### src/rtl/present80_key_schedule_if.sv
// Handshake bundle between the PRESENT-80 key schedule and its controller/consumer.
// The controller side (master) drives load/key_in/dec/rk_ready; the schedule (slave) drives the rest.
`timescale 1ns/1ps
interface present80_key_schedule_if;
  logic        load;
  logic [79:0] key_in;
  logic        dec;
  logic        busy;
  logic        rk_valid;
  logic        rk_ready;
  logic [63:0] rk_out;
  logic [4:0]  rk_idx;
  logic        done;

  modport master (
    output load, key_in, dec, rk_ready,
    input  busy, rk_valid, rk_out, rk_idx, done
  );

  modport slave (
    input  load, key_in, dec, rk_ready,
    output busy, rk_valid, rk_out, rk_idx, done
  );
endinterface

### src/rtl/present80_key_schedule.sv
// Sequential PRESENT-80 key schedule: loads an 80-bit key and streams K1..K32 over valid/ready.
// Optional macro PRESENT_KS_DEC_EN adds reverse-order (K32..K1) output for decryption.
`timescale 1ns/1ps
module present_sbox4 (
  input  logic [3:0] i_x,
  output logic [3:0] o_y
);
  always_comb begin
    o_y = 4'h0;
    case (i_x)
      4'h0: o_y = 4'hC;  4'h1: o_y = 4'h5;  4'h2: o_y = 4'h6;  4'h3: o_y = 4'hB;
      4'h4: o_y = 4'h9;  4'h5: o_y = 4'h0;  4'h6: o_y = 4'hA;  4'h7: o_y = 4'hD;
      4'h8: o_y = 4'h3;  4'h9: o_y = 4'hE;  4'hA: o_y = 4'hF;  4'hB: o_y = 4'h8;
      4'hC: o_y = 4'h4;  4'hD: o_y = 4'h7;  4'hE: o_y = 4'h1;  default: o_y = 4'h2;
    endcase
  end
endmodule

module present80_key_schedule #(
  parameter int NUM_ROUNDS = 32
) (
  input  logic                     clk,
  input  logic                     rst_n,
  present80_key_schedule_if.slave  ks
);
  localparam logic [4:0] LAST = 5'(NUM_ROUNDS - 1);

  typedef enum logic [1:0] {S_IDLE, S_EMIT, S_PRECOMP} state_t;

  state_t      r_state;
  logic [79:0] r_key;
  logic [4:0]  r_cnt;
  logic        r_busy;
  logic        r_rk_valid;
  logic        r_done;

  // Forward update for round counter cnt+1: rotate left 61, S-box top nibble, XOR counter.
  logic [79:0] w_rot;
  logic [3:0]  w_sb;
  logic [4:0]  w_rnd;
  logic [79:0] w_fwd;

  assign w_rot = {r_key[18:0], r_key[79:19]};
  assign w_rnd = r_cnt + 5'd1;
  assign w_fwd = {w_sb, w_rot[75:20], w_rot[19:15] ^ w_rnd, w_rot[14:0]};

  present_sbox4 u_sbox (
    .i_x (w_rot[79:76]),
    .o_y (w_sb)
  );

`ifdef PRESENT_KS_DEC_EN
  logic        r_dec;
  logic [79:0] w_xr;
  logic [79:0] w_pre;
  logic [79:0] w_inv;

  function automatic logic [3:0] inv_sbox(input logic [3:0] x);
    case (x)
      4'h0: return 4'h5;  4'h1: return 4'hE;  4'h2: return 4'hF;  4'h3: return 4'h8;
      4'h4: return 4'hC;  4'h5: return 4'h1;  4'h6: return 4'h2;  4'h7: return 4'hD;
      4'h8: return 4'hB;  4'h9: return 4'h4;  4'hA: return 4'h6;  4'hB: return 4'h3;
      4'hC: return 4'h0;  4'hD: return 4'h7;  4'hE: return 4'h9;  default: return 4'hA;
    endcase
  endfunction

  // Undo the forward step that produced the key at index cnt: XOR, inverse S-box, rotate right 61.
  assign w_xr  = {r_key[79:20], r_key[19:15] ^ r_cnt, r_key[14:0]};
  assign w_pre = {inv_sbox(w_xr[79:76]), w_xr[75:0]};
  assign w_inv = {w_pre[60:0], w_pre[79:61]};
`else
  logic w_unused_dec;
  assign w_unused_dec = ks.dec;
`endif

  always_ff @(posedge clk or negedge rst_n) begin
    if (!rst_n) begin
      r_state    <= S_IDLE;
      r_key      <= '0;
      r_cnt      <= '0;
      r_busy     <= 1'b0;
      r_rk_valid <= 1'b0;
      r_done     <= 1'b0;
`ifdef PRESENT_KS_DEC_EN
      r_dec      <= 1'b0;
`endif
    end else begin
      r_done <= 1'b0;
      case (r_state)
        S_IDLE: begin
          if (ks.load) begin
            r_key  <= ks.key_in;
            r_cnt  <= '0;
            r_busy <= 1'b1;
`ifdef PRESENT_KS_DEC_EN
            r_dec  <= ks.dec;
            if (ks.dec) begin
              r_state <= S_PRECOMP;
            end else begin
              r_state    <= S_EMIT;
              r_rk_valid <= 1'b1;
            end
`else
            r_state    <= S_EMIT;
            r_rk_valid <= 1'b1;
`endif
          end
        end
`ifdef PRESENT_KS_DEC_EN
        // Walk forward to K32 before streaming backwards.
        S_PRECOMP: begin
          r_key <= w_fwd;
          r_cnt <= w_rnd;
          if (r_cnt == LAST - 5'd1) begin
            r_state    <= S_EMIT;
            r_rk_valid <= 1'b1;
          end
        end
`endif
        S_EMIT: begin
          if (ks.rk_ready) begin
`ifdef PRESENT_KS_DEC_EN
            if (r_dec ? (r_cnt == 5'd0) : (r_cnt == LAST)) begin
              r_state    <= S_IDLE;
              r_rk_valid <= 1'b0;
              r_busy     <= 1'b0;
              r_done     <= 1'b1;
            end else if (r_dec) begin
              r_key <= w_inv;
              r_cnt <= r_cnt - 5'd1;
            end else begin
              r_key <= w_fwd;
              r_cnt <= w_rnd;
            end
`else
            if (r_cnt == LAST) begin
              r_state    <= S_IDLE;
              r_rk_valid <= 1'b0;
              r_busy     <= 1'b0;
              r_done     <= 1'b1;
            end else begin
              r_key <= w_fwd;
              r_cnt <= w_rnd;
            end
`endif
          end
        end
        default: r_state <= S_IDLE;
      endcase
    end
  end

  assign ks.busy     = r_busy;
  assign ks.rk_valid = r_rk_valid;
  assign ks.rk_out   = r_key[79:16];
  assign ks.rk_idx   = r_cnt;
  assign ks.done     = r_done;
endmodule
### src/flat_wrapper.sv
// flat-port wrapper written by rule: the top's interface ports become plain ports
module present80_key_schedule_flat 
#(
  parameter int NUM_ROUNDS = 32
)
  (clk, rst_n, ks_load, ks_key_in, ks_dec, ks_rk_ready, ks_busy, ks_rk_valid, ks_rk_out, ks_rk_idx, ks_done);
  present80_key_schedule_if ks_i ();
  input  logic clk;
  input  logic rst_n;
  input wire logic [$bits(ks_i.load)-1:0] ks_load;
  input wire logic [$bits(ks_i.key_in)-1:0] ks_key_in;
  input wire logic [$bits(ks_i.dec)-1:0] ks_dec;
  input wire logic [$bits(ks_i.rk_ready)-1:0] ks_rk_ready;
  output wire logic [$bits(ks_i.busy)-1:0] ks_busy;
  output wire logic [$bits(ks_i.rk_valid)-1:0] ks_rk_valid;
  output wire logic [$bits(ks_i.rk_out)-1:0] ks_rk_out;
  output wire logic [$bits(ks_i.rk_idx)-1:0] ks_rk_idx;
  output wire logic [$bits(ks_i.done)-1:0] ks_done;
  assign ks_i.load = ks_load;
  assign ks_i.key_in = ks_key_in;
  assign ks_i.dec = ks_dec;
  assign ks_i.rk_ready = ks_rk_ready;
  assign ks_busy = ks_i.busy;
  assign ks_rk_valid = ks_i.rk_valid;
  assign ks_rk_out = ks_i.rk_out;
  assign ks_rk_idx = ks_i.rk_idx;
  assign ks_done = ks_i.done;
  present80_key_schedule #(.NUM_ROUNDS(NUM_ROUNDS)) u_core (.clk(clk), .rst_n(rst_n), .ks(ks_i));
endmodule
### config.mk
export PLATFORM = sky130hd
export DESIGN_NAME = present80_key_schedule_flat
export DESIGN_NICKNAME = d
export VERILOG_FILES = /design/src/rtl/present80_key_schedule_if.sv /design/src/rtl/present80_key_schedule.sv /design/src/flat_wrapper.sv
export SDC_FILE = /design/constraint.sdc
export NUM_CORES = 1
export LEC_CHECK = 0
export BUFFER_PORTS_ARGS = -buffer_cell sky130_fd_sc_hd__buf_2
export CORE_MARGIN = 4
export CORE_UTILIZATION = 30
export DETAILED_ROUTE_END_ITERATION = 10
export HOLD_SLACK_MARGIN = 0.03
export MAX_ROUTING_LAYER = met4
export SYNTH_ARGS = -nofsm -noshare
export SYNTH_HDL_FRONTEND = slang
export SYNTH_SLANG_ARGS = --single-unit
export TNS_END_PERCENT = 50
### constraint.sdc
create_clock -name clk -period 4.3 [get_ports clk]
set_input_delay 0.43 -clock clk [delete_from_list [all_inputs] [get_ports clk]]
set_output_delay 0.43 -clock clk [all_outputs]
set_load 0.005 [all_outputs]
======== Word-level counts from Yosys, hierarchy flattened ========
Memories as Yosys holds them, arrays and structs flattened.
Index checks and enable logic that the tools add are counted.
storage, ports and cells
  bits in registers ....................... 89
  memory bits (read-only) ................. 64
  input port bits ......................... 85
  output and inout bits ................... 72
  word-level logic and storage cells ...... 38
  memories kept ........................... 1
memory list
  memory            words  width  rd ports  clocked after Yosys merged registers in  write ports  line                          RTL
  (name not given)  16     4      1         0                                        0            present80_key_schedule.sv:10  case (i_x)
operators by class
  add/subtract/negate cells ............... 1
  eq/ne operators ......................... 6
  mux-type cells .......................... 19
  bitwise operators ....................... 1
  reductions and logical operators ........ 5
operators by type and width
  kind                                                                      count
  80-bit two-way mux                                                        3
  80-bit case mux with 2 select lines                                       1
  5-bit two-way mux                                                         3
  5-bit case mux with 2 select lines                                        1
  4-bit AND reduction                                                       2
  1-bit two-way mux                                                         6
  2-bit two-way mux                                                         3
  2-bit inequality test (second input constant)                             3
  5-bit by 1-bit adder with 5-bit output (second input constant)            1
  5-bit == test (second input constant)                                     1
  5-bit XOR                                                                 1
  2-bit case mux with 2 select lines                                        1
  3-bit AND reduction                                                       1
  2-bit by 1-bit == test with 1-bit output (second input constant)          1
  2-bit zero test                                                           1
  2-bit by 1-bit inequality test with 1-bit output (second input constant)  1
  1-bit case mux with 2 select lines                                        1
  2-bit nonzero test                                                        1

======== Logic depth before layout (Yosys ltp) ========
Gate-level depths: netlist (run 1).
  depth in word-level cells ............... 5
  gate-level depth with buffers ........... 10
  gate-level depth less buffers ........... 6

======== Modules after synthesis ========
Synthesis (run 1) repeated with hierarchy kept, for this count alone.
unflattened totals
  cell total of the unflattened synthesis .. 479
  area, all modules ....................... 4874.7 µm²
by module, submodules not included
  module                  times used  cells an instance  area each (µm²)  seq. area each (µm²)
  present80_key_schedule  1           461                4689.5           2177.1
  present_sbox4           1           18                 185.2            0.0

======== Worst setup path after synthesis (run 1) ========
OpenSTA, ideal clock, no wires.
  path kind ............................... register -> register
  start ................................... reg u_core.r_cnt[0] (netlist: u_core.ks.rk_idx[0])
  end ..................................... reg u_core.r_key[17]
  library setup time ...................... 126 ps
  arrival time ............................ 2050 ps
  data required time ...................... 4174 ps
  path slack .............................. 2124 ps
  cell stages (with the launch flop) ...... 10
  path buffers ............................ 3
  clock period less this slack ............ 2176 ps
  cells stage by stage .................... dfrtp_1 > ha_1 > and3_1 > ha_1 > nand3b_1 > buf_2 > and2_1 > buf_6 > buf_6 > a221o_1
on the way
  longest elaborated chain between the ends .. 5
  elaborated cells between the ends (all ways) .. 8
  those cells by class .................... add/sub (1); eq/ne (2); mux (3); bitwise (1); reduce/logical (1)
RTL lines
  what                                    line                           RTL
  start, declared                         present80_key_schedule.sv:32   logic [4:0] r_cnt;
  start signal, assigned                  present80_key_schedule.sv:143  r_cnt <= w_rnd;
  5-bit by 1-bit adder with 5-bit output  present80_key_schedule.sv:44   assign w_rnd = r_cnt + 5'd1;
  5-bit XOR                               present80_key_schedule.sv:45   assign w_fwd = {w_sb, w_rot[75:20], w_rot[19:15] ^ w_rnd, w_rot[14:0]};
  80-bit two-way mux                      present80_key_schedule.sv:136  if (r_cnt == LAST) begin
  80-bit two-way mux                      present80_key_schedule.sv:121  if (ks.rk_ready) begin
  80-bit case mux with 2 select lines     present80_key_schedule.sv:89   case (r_state)
  end signal, assigned                    present80_key_schedule.sv:92   r_key <= ks.key_in;
  end signal, assigned                    present80_key_schedule.sv:142  r_key <= w_fwd;
  end, declared                           present80_key_schedule.sv:31   logic [79:0] r_key;
Several ways; a longest one is shown, not always the timed one. The select of a mux whose other input is x is not followed.
A chain may end at the register's enable or synchronous reset.

======== Worst setup path after layout (run 1) ========
  start ................................... reg u_core.r_cnt[0] (netlist: u_core.ks.rk_idx[0])
  end ..................................... reg u_core.r_key[44]
on the way
  longest elaborated chain between the ends .. 3
RTL lines
  what                                    line
  5-bit == test                           present80_key_schedule.sv:136
  2-bit inequality test (no source line)  n/a
  4-bit AND reduction (no source line)    n/a
No other way between the ends.

==> flow_summary.toml, run 1 <==
[routing]
viasPerCell = 4.96
first_pass_iters = 4
drt_iter0_drc = 169
routed-via-count = 3831
remaining_drc_errors = 0
drt_wl_total_mm = 14.6
ant_nets = 0
wl_per_cell_um = 18.9

[clock_tree]
htreeDepth = 3
cts_sinks = 87
post_cts_buffers = 0
hold_buffers = 0
insertion_delay_ps = 350
cts_buffers = 9
clk_path_buf_depth = 2
tritoncts = "yes"
clk_pin_slew_worst_paths_ps = 70
ctsResizeCount = 0
cts-root-buf = "clkbuf_16"

[sta]
fin_skew_ps = 7.79
worst_pin_slew_ps = 924
final.setup.tns_ps = 0
fin_ws_ps = 1550
finalCriticalPeriod_ps = 2750
relSlewSlack = 0.384
setup_viol = 0
fmax_mhz = 363
hold_viol = 0
period_share = 0.640
drv_slew = 0
rsz0062_at_grt = "false"

[finish]
fin_nets = 643
area_growth_pct = 14.5
fillers = 1663
diodes = 0
final_layout_size_suffix_gt1_frac = 0.335
final_util = 0.353
instances_no_fill = 772

[floorplan]
die_x_um = 136
fp.dieH_um = 136
start_util = 0.308
fp.coreArea_um2 = 15900
rows = 46
ios = 157
die_area_um2 = 18500

[grt]
overflow = 0
grt_pass1_wl_mm = 22.5
gr-usage-all-layers = 0.164
antenna_found_initial = 0
grt_max_degree = 81
grt_pass1_vias = 3893

[synth]
synthArstFlopShare = 1.00
synthDistinctLibCells = 33
synthCells = 484
synthTopCellsByCount = "dfrtp_1, mux2i_1, nand3_1, o21ai_0, buf_4"
yosysSeqAreaShare = 0.443
synth-main-ff-cell = "dfrtp_1"
synth_seq_cells = 87
synth_area_leader_cell = "dfrtp_1"
synth_top_area_frac = 0.443
synth-edff-count = 0
ys_warn_count = 0
syn_area_um2 = 4910
avgSynthCellArea_um2 = 10.2
syn_nets = 576
yosysMostFrequentCell = "dfrtp_1"
netlist_top_cells_area = "dfrtp_1, mux2i_1, buf_4"

[worst_setup_path]
cp-end-kind = "register"
path_max_fanout = 40
required_ps = 4510
crit_type = "register to register"
critPathLaunchType = "register"
arrival_ps = 2960

[placement]
portBuffers = 155
place_congestion = 0.807
place_inst = 756
dp_worst_setup_slack_ps = 1510
dpl.hpwl_mm = 10.2

[job]
drv_cap = 0

[pwr]
leakage_nw = 3.13
p_per_area_nw_per_um2 = 666
peakVddDrop_v = 0.000249

[outcome]
status = "completed"

[worst_hold_path]
hold_path_class = "input pin to async pin"
-- sequential cells by signal (all words and copies together), names as in the netlist --
name              flops
u_core.ks.done        1
u_core.ks.rk_idx      5
u_core.r_state        1
u_core.r_key         80
-- metal layers --
layer / up-vias / global-route usage / wire (um)
met1: 1879 / 0.195 / 5850
met3: 21 / 0.0359 / 1010
li1: 1779 / - / -
met4: 0 / 0.0599 / 305
met5: - / - / 0
met2: 152 / 0.273 / 7410
-- worst max-delay path, stage by stage (launching register included) --
cell	delay, ps
dfrtp_1	470
ha_1	270
and3_1	200
ha_1	190
nand3b_1	130
and2_2	660
buf_4	490
o21ai_0	180
-- per-stage QoR --
stage	hold slack (ps)	cell area, um2	power, W
finish	81.7	5630	0.00375
global route	135	5630	0.00405
CTS	103	5630	0.00382
detailed placement	479	5320	0.00300
global placement	480	5320	0.00293
floorplan	134	4910	0.00264
-- power by group --
part | internal (W) | leakage [nW] | switching (W)
sequential | 0.00117 | 1.13 | 0.000402
clock | 0.000456 | 0.139 | 0.000355
combinational | 0.000692 | 1.86 | 0.000668
total | 0.00232 | 3.13 | 0.00142
-- final timing paths --
kind	start	to	slack, ps	cells after the start
max	u_core.ks.rk_idx[0]$_DFFE_PN0P_	u_core.r_key[44]$_DFFE_PN0P_	1550	7
min	rst_n	u_core.r_key[29]$_DFFE_PN0P_	80	1
max reg2reg	u_core.ks.rk_idx[0]$_DFFE_PN0P_	u_core.r_key[44]$_DFFE_PN0P_	1550	7
min reg2reg	u_core.r_key[11]$_DFFE_PN0P_	u_core.r_key[11]$_DFFE_PN0P_	500	2
max in group asynchronous	rst_n	u_core.r_key[21]$_DFFE_PN0P_	3170	2
min in group clk	ks_key_in[13]	u_core.r_key[13]$_DFFE_PN0P_	360	3
-- final cells by class --
cell class,instances,area [um2],area share
clock buffer,9,225,0.0400
clock inverter,7,78.8,0.0140
inverter,8,30.0,0.00534
multi-input combinational,285,2030,0.360
sequential,87,2180,0.388
tap,216,270,0.0480
timing repair buffer,160,816,0.145
-- cell families (layout without fill, tap and decap cells) --
group | Yosys count | in the layout | share of synthesized area
fa+ha+maj | 7 | 7 | 0.0178
flops | 87 | 87 | 0.443
compound gates | 92 | 92 | 0.103
mux | 80 | 80 | 0.169
buf+inv | 112 | 184 | 0.145
xor+xnor | 9 | 9 | 0.0160
simple gates | 97 | 97 | 0.106
-- cells in the final DEF (no fill, tap or decap), types with 3 or more instances in the layout --
| cell | Yosys | layout |
|---|---|---|
| inv_6 | 0 | 3 |
| nand2b_1 | 3 | 3 |
| mux2_2 | 4 | 4 |
| inv_1 | 8 | 8 |
| nand3_1 | 74 | 74 |
| o21ai_0 | 74 | 74 |
| nor2_1 | 6 | 6 |
| clkbuf_16 | 0 | 9 |
| a21oi_1 | 4 | 4 |
| mux2i_1 | 74 | 74 |
| o221ai_1 | 3 | 3 |
| a22o_1 | 3 | 3 |
| buf_4 | 65 | 6 |
| xnor2_1 | 7 | 7 |
| clkinvlp_4 | 0 | 3 |
| dfrtp_1 | 87 | 86 |
| buf_2 | 8 | 154 |
| ha_1 | 7 | 7 |
| nor3b_1 | 4 | 4 |
No activity file was read; power rests on OpenSTA's default activity.
==> run 2: changes to the inputs <==
--- a/config.mk
+++ b/config.mk
@@ -5,6 +5,7 @@
 export SDC_FILE = /design/constraint.sdc
 export NUM_CORES = 1
 export LEC_CHECK = 0
+export ABC_AREA = 1
 export BUFFER_PORTS_ARGS = -buffer_cell sky130_fd_sc_hd__buf_2
 export CORE_MARGIN = 4
 export CORE_UTILIZATION = 30
==> constraint.sdc (replaced) <==
create_clock -name clk -period 2.45 [get_ports clk]
set_input_delay 0.245 -clock clk [delete_from_list [all_inputs] [get_ports clk]]
set_output_delay 0.245 -clock clk [all_outputs]
set_load 0.005 [all_outputs]
==> run 2 against run 1 <==
  * First-iteration DRC count grew 22%
  * Register-to-register slack worse by 1100 ps
  * Clock skew increased by 4.0 ps
  * Design area decreased by 1.6%
  * Final cell count rose by 14%
  * Non-clock buffer count increased by 5
  * Clock power up 85%
  * Sequential power grew 49%
  * Utilization increased by 1.0 points
  * Critical path depth increased by 3
  * Combinational power up 20%
  * Worst setup slack worse by 1100 ps
  * Critical path type unchanged
==> flow_summary.toml, run 2 <==
[sta]
fmax_mhz = 495
period_share = 0.825
finalCriticalPeriod_ps = 2020
hold_viol = 0
drv_slew = 0
final.setup.tns_ps = 0
fin_skew_ps = 11.8
relSlewSlack = 0.734
setup_viol = 0
worst_pin_slew_ps = 399
rsz0062_at_grt = "false"

[job]
drv_cap = 0

[worst_hold_path]
hold_path_class = "input pin to register"
min_from = "ks_load"
holdPathEnd = "u_core.r_state[0]$_DFFE_PN0P_"
hold_depth = 3

[floorplan]
fp.coreArea_um2 = 15300
ios = 157
fp.dieH_um = 133
rows = 45
start_util = 0.308
die_x_um = 133
die_area_um2 = 17700

[pwr]
p_comb_frac = 0.297
p_sw_w = 0.00190
leakage_nw = 2.67
p_int_w = 0.00358
switching_share = 0.347
p_clk_frac = 0.274
power.total_w = 0.00548
seqPwrFrac = 0.428
p_per_area_nw_per_um2 = 990
peakVddDrop_v = 0.000384

[clock_tree]
htreeDepth = 3
cts_buffers = 9
tritoncts = "yes"
hold_buffers = 1
clk_path_buf_depth = 2
cts_sinks = 87
post_cts_buffers = 0
clk_pin_slew_worst_paths_ps = 70
cts-root-buf = "clkbuf_16"
insertion_delay_ps = 350
ctsResizeCount = 0

[synth]
synth-edff-count = 0
syn_nets = 680
synth_top_area_frac = 0.464
synth-main-ff-cell = "dfrtp_1"
synthTopCellsByCount = "nand2_1, dfrtp_1, nor2_1"
syn_area_um2 = 4700
avgSynthCellArea_um2 = 7.99
synth_area_leader_cell = "dfrtp_1"
synth_seq_cells = 87
yosysMostFrequentCell = "nand2_1"
synthDistinctLibCells = 24
synthCells = 588
yosysSeqAreaShare = 0.464
ys_warn_count = 0
synthArstFlopShare = 1.00
netlist_top_cells_area = "dfrtp_1, nand2_1, buf_4"

[worst_setup_path]
cp-end-kind = "register"
r2r_setup_slack_ps = 430
critPathSlowestCell = "dfrtp_1"
timing.rr.end = "u_core.r_key[49]$_DFFE_PN0P_"
rr_startpoint = "u_core.ks.rk_idx[1]$_DFFE_PN0P_"
r2r_cells = 10
critPathLaunchType = "register"
arrival_ps = 2270
path_max_fanout = 34
slowest_delay_ps = 420
startpoint = "u_core.ks.rk_idx[1]$_DFFE_PN0P_"
required_ps = 2700
crit_chain = "ha_1, nand2_1, nor2_1, ha_1, inv_1, nand3_2, nand2_4, buf_12, nor2_1, a31oi_1"
crit_type = "register to register"

[routing]
routed-via-count = 3985
drt_iter0_drc = 207
drt_wl_total_mm = 13.3
remaining_drc_errors = 0
viasPerCell = 4.54
first_pass_iters = 4
ant_nets = 0
wl_per_cell_um = 15.1

[finish]
layout_common_cells = "nand2_1, buf_2, dfrtp_1, nor2_1, a31oi_1"
largest_reg_flops = 80
fin_nets = 754
final_layout_size_suffix_gt1_frac = 0.281
area_growth_pct = 17.9
fin_area_um2 = 5540
largest_register = "u_core.r_key"
layout_commonest_cell = "nand2_1"

[placement]
placed_cell_area_um2 = 5200
place_congestion = 0.812
dpl.hpwl_mm = 9.49
portBuffers = 155

[grt]
overflow = 0
grt_pass1_wl_mm = 21.0
gr-usage-all-layers = 0.155
grtUsageMet1 = 0.212
use_met2 = 0.227
busiest_layer = "met2"
antenna_found_initial = 1
grt_pass1_vias = 3765
grt.met3_usage = 0.0347
grt_max_degree = 83

[outcome]
status = "completed"
run 2: cell types whose count changed after synthesis, sizes merged, moves of 9 or more:
cell and change:
o21ai -63, nand2 +180, clkbuf -18, mux2i -74, inv +9, a31oi +69
nand3 -61, buf +16, nor2 +75
run 2: worst max-delay path: cells and delay by family (launching register included):
family / cells / cell delay, ps
simple gates: 5 / 610
flops: 1 / 420
fa+ha+maj: 2 / 400
buf+inv: 2 / 290
compound gates: 1 / 190
run 2: final cells by class:
class	instances	area [um2]
Clock inverter	5	81.3
Antenna cell	1	2.50
Timing Repair Buffer	165	943
Fill cell	1663	9720
Clock buffer	10	239
Tap cell	211	264
Inverter	17	63.8
Multi-Input combinational cell	382	1760
Sequential cell	87	2180
run 2: metal layers:
metal / part of all wire / up-vias / routed length [um]
met2: 0.45 / 116 / 5960
met4: 0.017 / 0 / 222
met5: 0 / - / 0
li1: - / 2006 / -
met1: 0.47 / 1848 / 6200
met3: 0.067 / 15 / 895
run 2: worst max-delay path by stage:
stage / slack, ps / cells after the start / end
final: 430 / 10 / u_core.r_key[49]$_DFFE_PN0P_
after global routing: 240 / 10 / u_core.r_key[8]$_DFFE_PN0P_
after CTS: 420 / 10 / u_core.r_key[2]$_DFFE_PN0P_
after detailed placement: 430 / 10 / u_core.r_key[72]$_DFFE_PN0P_
after global placement: 460 / 10 / u_core.r_key[49]$_DFFE_PN0P_
after floorplan: 760 / 10 / u_core.r_key[0]$_DFFE_PN0P_
run 2: power groups by stage:
stage | clock network, W | registers [W] | logic, W
2_1_floorplan | 0 | 0.00219 | 0.00145
3_3_place_gp | 0 | 0.00238 | 0.00161
3_5_place_dp | 0 | 0.00238 | 0.00165
4_1_cts | 0.00154 | 0.00236 | 0.00166
5_1_grt | 0.00159 | 0.00243 | 0.00187
6_report | 0.00150 | 0.00235 | 0.00163
run 2: kinds of logic (layout without fill, tap and decap cells):
family          count (synthesis)  in the layout  synth area share
compound gates                 95             95             0.123
simple gates                  279            279             0.232
buf+inv                       119            197             0.161
xor+xnor                        1              1           0.00187
flops                          87             87             0.464
other cells                     0              1                 0
fa+ha+maj                       7              7            0.0187
run 2: stage by stage:
stage | hold WS, ps | std cells | setup slack [ps] | utilization
6_report | 122 | 878 | 428 | 0.363
5_1_grt | 135 | 878 | 235 | 0.363
4_1_cts | 112 | 877 | 421 | 0.363
3_5_place_dp | 199 | 861 | 428 | 0.341
3_3_place_gp | 193 | 861 | 463 | 0.341
2_1_floorplan | -50.6 | 588 | 763 | -
==> run 3: changes to the inputs <==
==> constraint.sdc (replaced) <==
create_clock -name clk -period 1.95 [get_ports clk]
set_input_delay 0.195 -clock clk [delete_from_list [all_inputs] [get_ports clk]]
set_output_delay 0.195 -clock clk [all_outputs]
set_load 0.005 [all_outputs]
==> run 3 against run 2 <==
  * Count of clock-buffer cells in the layout grew 1
  * Die area is the same
  * Via count rose by 1.2%
  * Sequential share of layout area down 0.36 points
  * Critical path depth did not move
  * Combinational power up 28%
  * Design area is 0.93% higher
  * Power grew 23%
  * Hold slack worse by 42 ps
  * Flip-flop and latch count is the same
  * Register-to-register slack worse by 270 ps
  * Non-clock buffer count increased by 6
  * Critical path type unchanged
  * Highest routed layer unchanged
==> flow_summary.toml, run 3 (synthesis results as in run 2) <==
[job]
drv_cap = 0

[routing]
wl_per_cell_um = 15.3
drt_wl_total_mm = 13.5
remaining_drc_errors = 0
routed-via-count = 4032
drt_iter0_drc = 268
first_pass_iters = 4
viasPerCell = 4.55
ant_nets = 0

[pwr]
p_clk_frac = 0.258
seqPwrFrac = 0.435
p_int_w = 0.00436
p_sw_w = 0.00239
p_per_area_nw_per_um2 = 1210
p_comb_frac = 0.308
leakage_nw = 2.69
switching_share = 0.354
peakVddDrop_v = 0.000412

[clock_tree]
clk_path_buf_depth = 2
clk_pin_slew_worst_paths_ps = 60
cts_sinks = 87
cts_buffers = 9
tritoncts = "yes"
cts-root-buf = "clkbuf_16"
insertion_delay_ps = 350
htreeDepth = 3

[floorplan]
die_area_um2 = 17700
start_util = 0.308
die_x_um = 133
fp.coreArea_um2 = 15300
ios = 157
rows = 45
fp.dieH_um = 133

[placement]
portBuffers = 155
place_inst = 864
dpl.hpwl_mm = 9.46
place_congestion = 0.824

[grt]
antenna_found_initial = 1
grt_max_degree = 90
grt_pass1_wl_mm = 21.0
grt_pass1_vias = 3714
gr-usage-all-layers = 0.157
overflow = 0

[worst_setup_path]
arrival_ps = 2060
cp-end-kind = "register"
path_max_fanout = 36
critPathLaunchType = "register"
required_ps = 2210
crit_chain = "ha_1, nand2_1, nor2_1, ha_1, inv_2, nand3_4, nand2_8, buf_16, nor2_1, a31oi_1"
critPathSlowestCell = "dfrtp_1"
crit_type = "register to register"
slowest_delay_ps = 380

[sta]
fin_skew_ps = 5.76
setup_viol = 0
relSlewSlack = 0.667
fmax_mhz = 557
final.setup.tns_ps = 0
worst_pin_slew_ps = 500
rsz0062_at_grt = "false"
drv_slew = 0
hold_viol = 0
period_share = 0.920
finalCriticalPeriod_ps = 1790

[finish]
layout_common_cells = "nand2_1, buf_2, dfrtp_1, nor2_1, a31oi_1"
fillers = 1630
area_growth_pct = 19.0
layout_commonest_cell = "nand2_1"
fin_nets = 761
instances_no_fill = 886
largest_register = "u_core.r_key"
largest_reg_flops = 80
final_layout_size_suffix_gt1_frac = 0.288

[worst_hold_path]
hold_path_class = "input pin to register"

[outcome]
status = "completed"
[run 3: worst paths after layout]
check | slack [ps] | endpoint | start | cells after the start
min in group asynchronous | 430 | u_core.r_key[45]$_DFFE_PN0P_ | rst_n | 3
worst min register to register | 520 | u_core.r_key[76]$_DFFE_PN0P_ | u_core.r_key[76]$_DFFE_PN0P_ | 2
max in group asynchronous | 1120 | u_core.r_state[0]$_DFFE_PN0P_ | rst_n | 3
worst min-delay path | 80 | u_core.r_state[0]$_DFFE_PN0P_ | ks_load | 3
worst max register to register | 160 | u_core.r_key[75]$_DFFE_PN0P_ | u_core.ks.rk_idx[0]$_DFFE_PN0P_ | 10
worst max-delay path | 160 | u_core.r_key[75]$_DFFE_PN0P_ | u_core.ks.rk_idx[0]$_DFFE_PN0P_ | 10
[run 3: routing by layer]
metal  share of wire  track usage
met2            0.44        0.216
met4           0.015       0.0497
met5               0            -
met3           0.054       0.0400
met1            0.49        0.225
[run 3: layout make-up]
type                       instances  area, um2  share of cell area
antenna                            1       2.50            0.000448
clock inverter                     5       58.8              0.0105
timing repair buffer             171        996               0.178
multi-input combinational        383       1790               0.320
clock buffer                      11        233              0.0416
sequential                        87       2180               0.390
tap                              211        264              0.0472
inverter                          17       63.8              0.0114
[run 3: critical path: cells and delay by family, from the launching register on]
kind	cells	cell delay, ps
and+or+nand+nor	5	480
adders and majority gates	2	410
DFF	1	380
buffers and inverters	2	260
AOI/OAI and AO/OA	1	160
[run 3: power groups by stage]
stage                     sequential, W  clock [W]  combinational [W]
after floorplan                 0.00275          0            0.00182
after global placement          0.00297          0            0.00206
after detailed placement        0.00298          0            0.00209
after CTS                       0.00295    0.00179            0.00210
after global routing            0.00304    0.00187            0.00240
final                           0.00294    0.00174            0.00208
[run 3: repair_timing]
| item | in CTS | in global routing |
|---|---|---|
| endpoints found under the setup margin | 0 | 44 |
| setup buffers | 0 | 3 |
| hold endpoints to repair | 87 | 0 |
| gates resized for setup | 0 | 4 |
| hold buffers | 1 | 0 |
[run 3: per-stage QoR]
stage | total power (W) | hold WS (ps) | util | setup slack, ps | instance area, um2
finish | 0.00676 | 80.8 | 0.366 | 156 | 5590
global route | 0.00731 | 80.9 | 0.366 | 22.0 | 5590
CTS | 0.00685 | 65.2 | 0.362 | 68.5 | 5530
detailed placement | 0.00507 | 286 | 0.343 | 89.1 | 5230
global placement | 0.00503 | 283 | 0.343 | 145 | 5230
floorplan | 0.00457 | -101 | - | 263 | 4700
